[config.mk]
export PLATFORM = sky130hd
export DESIGN_NAME = priority_arbiter4
export DESIGN_NICKNAME = d
export VERILOG_FILES = /design/src/rtl/arb_pkg.sv /design/src/rtl/priority_encoder4.sv /design/src/rtl/priority_arbiter4.sv
export SDC_FILE = /design/constraint.sdc
export NUM_CORES = 1
export LEC_CHECK = 0
export CORE_UTILIZATION = 30
export DETAILED_ROUTE_END_ITERATION = 12
export PLACE_DENSITY = 0.55
export SETUP_SLACK_MARGIN = 0.3
export SLEW_MARGIN = 15
export SYNTH_ARGS = -nofsm -noshare
export SYNTH_HDL_FRONTEND = slang
export SYNTH_HIERARCHICAL = 1
export SYNTH_SLANG_ARGS = --single-unit
[constraint.sdc]
create_clock -name clk -period 3.4 [get_ports clk]
set_clock_uncertainty 0.2 [all_clocks]
set_input_delay 0.68 -clock clk [delete_from_list [all_inputs] [get_ports clk]]
set_output_delay 0.68 -clock clk [all_outputs]
set_load 0.005 [all_outputs]
[src/rtl/arb_pkg.sv]
// Shared types and sizes for the four-requester arbiter.
package arb_pkg;

  typedef enum logic {
    IDLE  = 1'b0,
    GRANT = 1'b1
  } arb_state_t;

  localparam int ARB_N   = 4;
  localparam int ARB_IDW = 2;

endpackage

[src/rtl/priority_encoder4.sv]
// Combinational 4-input priority encoder: the highest set index wins.
module priority_encoder4
  import arb_pkg::*;
(
  input  logic [ARB_N-1:0]   req,
  output logic [ARB_IDW-1:0] idx,
  output logic               valid
);

  always_comb begin
    idx   = '0;
    valid = |req;
    if (req[3])      idx = 2'd3;
    else if (req[2]) idx = 2'd2;
    else if (req[1]) idx = 2'd1;
    else             idx = 2'd0;
  end

endmodule

[src/rtl/priority_arbiter4.sv]
// Registered single-owner arbiter with release handshake and hold watchdog.
// `release` is a reserved word, so that input is named rel. Define PRIORITY_ARBITER4_RR_EN for round robin.
module priority_arbiter4
  import arb_pkg::*;
#(
  parameter int MAX_HOLD = 15
) (
  input  logic               clk,
  input  logic               reset,
  input  logic [ARB_N-1:0]   req,
  input  logic               rel,
  output logic [ARB_N-1:0]   gnt,
  output logic [ARB_IDW-1:0] gnt_id,
  output logic               gnt_valid,
  output logic               timeout
);

  localparam int HW = (MAX_HOLD > 0) ? $clog2(MAX_HOLD + 1) : 1;

  arb_state_t          state, state_n;
  logic [HW-1:0]       hold_cnt, hold_n;
  logic [ARB_N-1:0]    gnt_n;
  logic [ARB_IDW-1:0]  id_n;
  logic                valid_n, timeout_n;
  logic [ARB_IDW-1:0]  full_idx, win;
  logic                any_req;
  logic                owner_req, wd_hit;

  priority_encoder4 u_full (
    .req   (req),
    .idx   (full_idx),
    .valid (any_req)
  );

`ifdef PRIORITY_ARBITER4_RR_EN
  logic [ARB_IDW-1:0] last_id;
  logic [ARB_N-1:0]   masked_req;
  logic [ARB_IDW-1:0] masked_idx;
  logic               masked_valid;

  // Only requesters below the previous owner compete first, giving 3->2->1->0->3.
  assign masked_req = req & ((4'b0001 << last_id) - 4'b0001);

  priority_encoder4 u_masked (
    .req   (masked_req),
    .idx   (masked_idx),
    .valid (masked_valid)
  );

  assign win = masked_valid ? masked_idx : full_idx;

  always_ff @(posedge clk) begin
    if (reset)
      last_id <= '0;
    else if (state == IDLE && any_req)
      last_id <= win;
  end
`else
  assign win = full_idx;
`endif

  assign owner_req = req[gnt_id];
  assign wd_hit    = (MAX_HOLD != 0) && (hold_cnt == HW'(MAX_HOLD));

  always_ff @(posedge clk) begin
    if (reset) begin
      state     <= IDLE;
      gnt       <= '0;
      gnt_id    <= '0;
      gnt_valid <= 1'b0;
      timeout   <= 1'b0;
      hold_cnt  <= '0;
    end else begin
      state     <= state_n;
      gnt       <= gnt_n;
      gnt_id    <= id_n;
      gnt_valid <= valid_n;
      timeout   <= timeout_n;
      hold_cnt  <= hold_n;
    end
  end

  always_comb begin
    state_n   = state;
    gnt_n     = gnt;
    id_n      = gnt_id;
    valid_n   = gnt_valid;
    timeout_n = 1'b0;
    hold_n    = hold_cnt;
    case (state)
      IDLE: begin
        if (any_req) begin
          state_n = GRANT;
          gnt_n   = ARB_N'(1) << win;
          id_n    = win;
          valid_n = 1'b1;
          hold_n  = HW'(1);
        end else begin
          gnt_n   = '0;
          id_n    = '0;
          valid_n = 1'b0;
          hold_n  = '0;
        end
      end
      GRANT: begin
        if (rel || !owner_req || wd_hit) begin
          state_n   = IDLE;
          gnt_n     = '0;
          id_n      = '0;
          valid_n   = 1'b0;
          hold_n    = '0;
          // A release or dropped request on the same edge outranks the watchdog.
          timeout_n = wd_hit && !rel && owner_req;
        end else begin
          hold_n = hold_cnt + HW'(1);
        end
      end
      default: state_n = IDLE;
    endcase
  end

endmodule
---- After elaboration in Yosys (flattened, before gate mapping) ----
Cells that the tools add are included.
storage, ports and cells
  register bits ........................... 13
  logic and storage cells ................. 40
  output and inout port bits .............. 8
  RAM bits ................................ 0
  input port bits ......................... 7
  memories kept ........................... 0
  bits in latches ......................... 0
  ROM bits ................................ 0
cells by class
  magnitude comparators ................... 1
  muxes and demuxes ....................... 19
  equality and inequality tests ........... 2
  divide/modulo/power cells ............... 0
  bitwise gates (word level) .............. 2
  shift-type cells ........................ 1
  add/sub/neg operators ................... 1
  multipliers ............................. 0
  reduce and logical (&&, ||, !) cells .... 8
operators with widths
  cell                                                count
  one-hot mux 4 bit (2 select lines)                  2
  two-way mux 4 bit                                   3
  two-way mux 2 bit                                   4
  two-way mux 1 bit                                   6
  adder 4 x 1 -> 4 bit, second input constant         1
  equality test 4 bit, second input constant          1
  one-hot mux 1 bit (2 select lines)                  2
  one-hot mux 2 bit (2 select lines)                  1
  OR reduction 4 bit                                  1
  << shifter 1 x 2 -> 4 bit, first input constant     1
  < comparator 2 x 3 -> 1 bit, second input constant  1
  OR reduction 3 bit                                  1
  binary-select mux 1 bit (select 2 bit)              1
  logical AND 1 bit                                   2
  logical NOT 1 bit                                   2
  logical OR 1 bit                                    2
  != test 2 x 1 -> 1 bit, second input constant       1
  NOT 1 bit                                           2

---- Logic depth before layout (Yosys ltp) ----
  depth after elaboration ................. 7
  mapped depth ............................ 6
  gate-level depth less buffers ........... 6

---- Modules after synthesis ----
Netlist, hierarchy kept.
by module, submodules not included
  module             area an instance (um2)  cells an instance  times used  sequential area each (um2)
  priority_arbiter4  515.5                   52                 1           260.2
  priority_encoder4  23.8                    4                  1           0.0

---- Worst setup path after synthesis ----
Ideal clock, no wire load.
  kind .................................... input-to-reg
  from .................................... input req[3]
  to ...................................... register gnt[2]
  arrival ................................. 1.682 ns
  setup slack ............................. 1.447 ns
  stages on the path ...................... 6
  setup time .............................. 0.072 ns
  required time ........................... 3.128 ns
  path buffers ............................ 0
  cells stage by stage .................... or2_1 or3_1 or3b_2 nor2_1 nand2_1 a2bb2oi_1
on the way
  elaborated cells on any way between the ends .. 11
  those cells by class .................... eq/ne (1); shift (1); mux (5); reduce/logical (4)
RTL lines
  what                                line                     RTL
  start, declared                     priority_arbiter4.sv:10  input logic [ARB_N-1:0] req,
  OR reduction 4 bit                  priority_encoder4.sv:12  valid = |req;
  via any_req                         priority_arbiter4.sv:26  logic any_req;
  two-way mux 4 bit                   priority_arbiter4.sv:92  if (any_req) begin
  one-hot mux 4 bit (2 select lines)  priority_arbiter4.sv:90  case (state)
  end signal, assigned                priority_arbiter4.sv:75  gnt <= gnt_n;
  end, declared                       priority_arbiter4.sv:12  output logic [ARB_N-1:0] gnt,
The timed path passes the listed nets, and every way through them passes these cells. The select of a mux whose other input is x is not followed.
A chain may end at the register's enable or synchronous reset.

---- Worst setup path after layout ----
  from .................................... input req[3]
  to ...................................... register gnt[2]
on the way
  elaborated cells on any way between the ends .. 11
  those cells by class .................... eq/ne (1); shift (1); mux (5); reduce/logical (4)
RTL lines
  what                                line                     RTL
  two-way mux 2 bit                   priority_encoder4.sv:13  if (req[3]) idx = 2'd3;
  via full_idx[1]                     priority_arbiter4.sv:25  logic [ARB_IDW-1:0] full_idx, win;
  << shifter 1 x 2 -> 4 bit           priority_arbiter4.sv:94  gnt_n = ARB_N'(1) << win;
  two-way mux 4 bit                   priority_arbiter4.sv:92
  one-hot mux 4 bit (2 select lines)  priority_arbiter4.sv:90
The timed path passes the listed nets, and every way through them passes these cells. The select of a mux whose other input is x is not followed.

==> results.json <==
{
  "rows": 14,
  "tns_ps": 0,
  "drt-pass1-iter-count": 4,
  "startpoint": "req[3]",
  "cts_max_level": 1,
  "grt_antenna_before_repair": 0,
  "nFillCells": 166,
  "maxSlewViolCount": 0,
  "seqCellArea_um2": 260,
  "worstSetupPathType": "in -> reg",
  "avgSynthCellArea_um2": 9.63,
  "io_buffers": 14,
  "synthDominantCellAreaShare_pct": 48.3,
  "netlist-cell-type-count": 24,
  "cts_hold_buf": 0,
  "crit_slowest_cell": "or3b_2",
  "cp_num_buf_inv": 1,
  "design_area_um2": 736,
  "netlist.top_cell.by_area": "dfxtp_1",
  "vias": 425,
  "r2r_slack_ps": 1840,
  "synthTopCellsByArea": "dfxtp_1 (48%), inv_1 (4.2%), mux2i_1 (3.7%)",
  "syn_area_um2": 539,
  "gp_congestion": 0.754,
  "yosysWarnings": 6,
  "drt_wl_total_um": 1000,
  "die-area_um2": 1970,
  "final_net_count": 83,
  "grt_overflow": 0,
  "slew_headroom_pct": 76.0,
  "routed_via_density": 4.34,
  "hold_ws_ps": 254,
  "cp-endpoint": "gnt[2]",
  "max_freq_ghz": 0.430,
  "fp.dieH_um": 44.4,
  "coreArea_um2": 1590,
  "startpoint_type": "input pin",
  "vdd_ir_drop_max_mv": 0.232,
  "layout-drive-gt1-share_pct": 8.11,
  "placed_cell_area_um2": 709,
  "ys_seq_area_share_pct": 48.3,
  "path_depth": 7,
  "critPathMaxFanout": 6,
  "crit_chain": "clkdlybuf4s50_1 -> or2_1 -> or3_1 -> or3b_2 -> nor2_1 -> nand2_1 -> a2bb2oi_1",
  "clock_path_buffers": 2,
  "synth.net_count": 64,
  "hpwl_um": 741,
  "cts_tree": "built",
  "cts_setup_buffers": 0,
  "cp-end-kind": "register",
  "cp_top_family": "simple AND/OR/NAND/NOR gates",
  "cts.clk_slew.worst_paths_ps": 70,
  "hold_viol": 0,
  "tightest_slew_ps": 359,
  "track_usage_pct": 13.0,
  "wire_per_inst_um": 10.2,
  "grt_pass1_vias": 392,
  "power_density_nw_per_um2": 423,
  "min_path_type": "reg -> reg",
  "timing.rr.start": "state",
  "cap_violations": 0,
  "die_w_um": 44.4,
  "diodes": 0,
  "rsz0062_at_grt": "false",
  "ioPinCount": 15,
  "crit_required_ps": 3400,
  "r2r-end": "gnt_valid",
  "cts_resized": 0,
  "slowest_delay_ps": 510,
  "fin_ws_ps": 1070,
  "area_growth_pct": 36.4,
  "initial_core_util_pct": 33.8,
  "multi_input_area_um2": 256,
  "cts_buffers": 3,
  "drcViolationCount": 0,
  "cts.sinks": 13,
  "fin_crit_sh_pct": 68.4,
  "p_leak_nw": 0.274,
  "ant_nets": 0,
  "setup_viol": 0,
  "status": "finished clean",
  "drtIter0Drc": 7,
  "worstSkewPairLatency_ps": 270,
  "worstRegToRegCells": 4,
  "synth_seq_cells": 13,
  "cts_root_buffer": "clkbuf_4",
  "grt_max_degree": 11,
  "critPathArrivalTime_ps": 2330,
  "postSynthCellCount": 56,
  "grt_pass1_wl_um": 1700,
  "preCtsSetupSlack_ps": 808,
  "final.min_clock_period_ps": 2330
}
==> worst min path at each step <==
stage            from  slack, ps      to  depth (start not counted)
5_1_grt        gnt[1]        280  gnt[1]                          2
2_1_floorplan  gnt[1]        250  gnt[1]                          2
3_5_place_dp   gnt[1]        250  gnt[1]                          2
4_1_cts        gnt[1]        260  gnt[1]                          2
6_report       gnt[1]        250  gnt[1]                          2
3_3_place_gp   gnt[1]        250  gnt[1]                          2
==> layer usage <==
layer	vias to the layer above	part of all wire (%)	global-route usage (%)
met5	-	0	0
met4	0	1.8	9.09
met3	2	5.6	7.76
met2	12	41	16.8
met1	181	51	15.9
li1	230	-	-
==> state kept, by name, summed over array words and instances, names as in the netlist <==
signal and cells:
gnt 4, gnt_id 2, gnt_valid 1, hold_cnt 4, state 1, timeout 1
==> area by class of cell <==
class                   instances  share of cell area, %
clock buffers                   4                   3.57
inverters                       6                   3.06
repair buffers                 14                   19.0
multi-input cells              37                   34.9
well taps                      24                   4.08
flip-flops and latches         13                   35.4
==> where the power goes <==
group | total, mW | leakage, nW | switching [mW] | internal, mW
Clock | 0.0945 | 0.0150 | 0.0491 | 0.0455
Combinational | 0.0484 | 0.152 | 0.0191 | 0.0293
Sequential | 0.168 | 0.107 | 0.00669 | 0.162
==> per-stage QoR <==
stage	utilization [%]	total power [mW]	std cells
global route	46.2	0.333	98
floorplan	-	0.195	56
global placement	44.5	0.221	94
detailed placement	44.5	0.220	94
finish	46.2	0.311	98
CTS	46.2	0.318	98
==> placed cells by master, fill, tap and decap left out <==
| cell | count |
|---|---|
| clkbuf_1 | 1 |
| inv_1 | 6 |
| xor2_1 | 1 |
| nor2_1 | 5 |
| or2_1 | 1 |
| clkdlybuf4s50_1 | 14 |
| ha_1 | 1 |
| o32ai_1 | 1 |
| mux2i_1 | 2 |
| a2bb2oi_1 | 2 |
| nand3b_4 | 1 |
| or3b_2 | 1 |
| xnor2_1 | 1 |
| nand2b_1 | 1 |
| o22ai_2 | 1 |
| a21o_1 | 1 |
| o22ai_1 | 1 |
| nand3_1 | 3 |
| o31ai_1 | 1 |
| nand3b_1 | 2 |
| clkbuf_4 | 3 |
| nand2_1 | 5 |
| nor3b_1 | 1 |
| o21ai_0 | 3 |
| or3_1 | 1 |
| dfxtp_1 | 13 |
| or3b_1 | 1 |
==> cells by family after synthesis <==
kind of cell	after synthesis	synth area share, %
xor+xnor	2	3.25
mux	2	3.71
buf+inv	6	4.18
fa+ha+maj	1	2.32
compound gates	10	13.9
flops	13	48.3
simple gates	22	24.4
==> cells in the mapped netlist <==
master / instances
a21o_1: 1
or3b_1: 1
o22ai_2: 1
o22ai_1: 1
nand3b_4: 1
or2_1: 1
o32ai_1: 1
xor2_1: 1
nor3b_1: 1
nand3b_1: 2
a2bb2oi_1: 2
nand3_1: 3
or3b_2: 1
xnor2_1: 1
dfxtp_1: 13
ha_1: 1
or3_1: 1
mux2i_1: 2
o31ai_1: 1
nand2b_1: 1
o21ai_0: 3
inv_1: 6
nor2_1: 5
nand2_1: 5
==> tightest hold or removal path: stages (launching register included) <==
cell	delay (ps)
dfxtp_1	310
inv_1	50
o22ai_1	50
No activity file was read; power rests on OpenSTA's default activity.
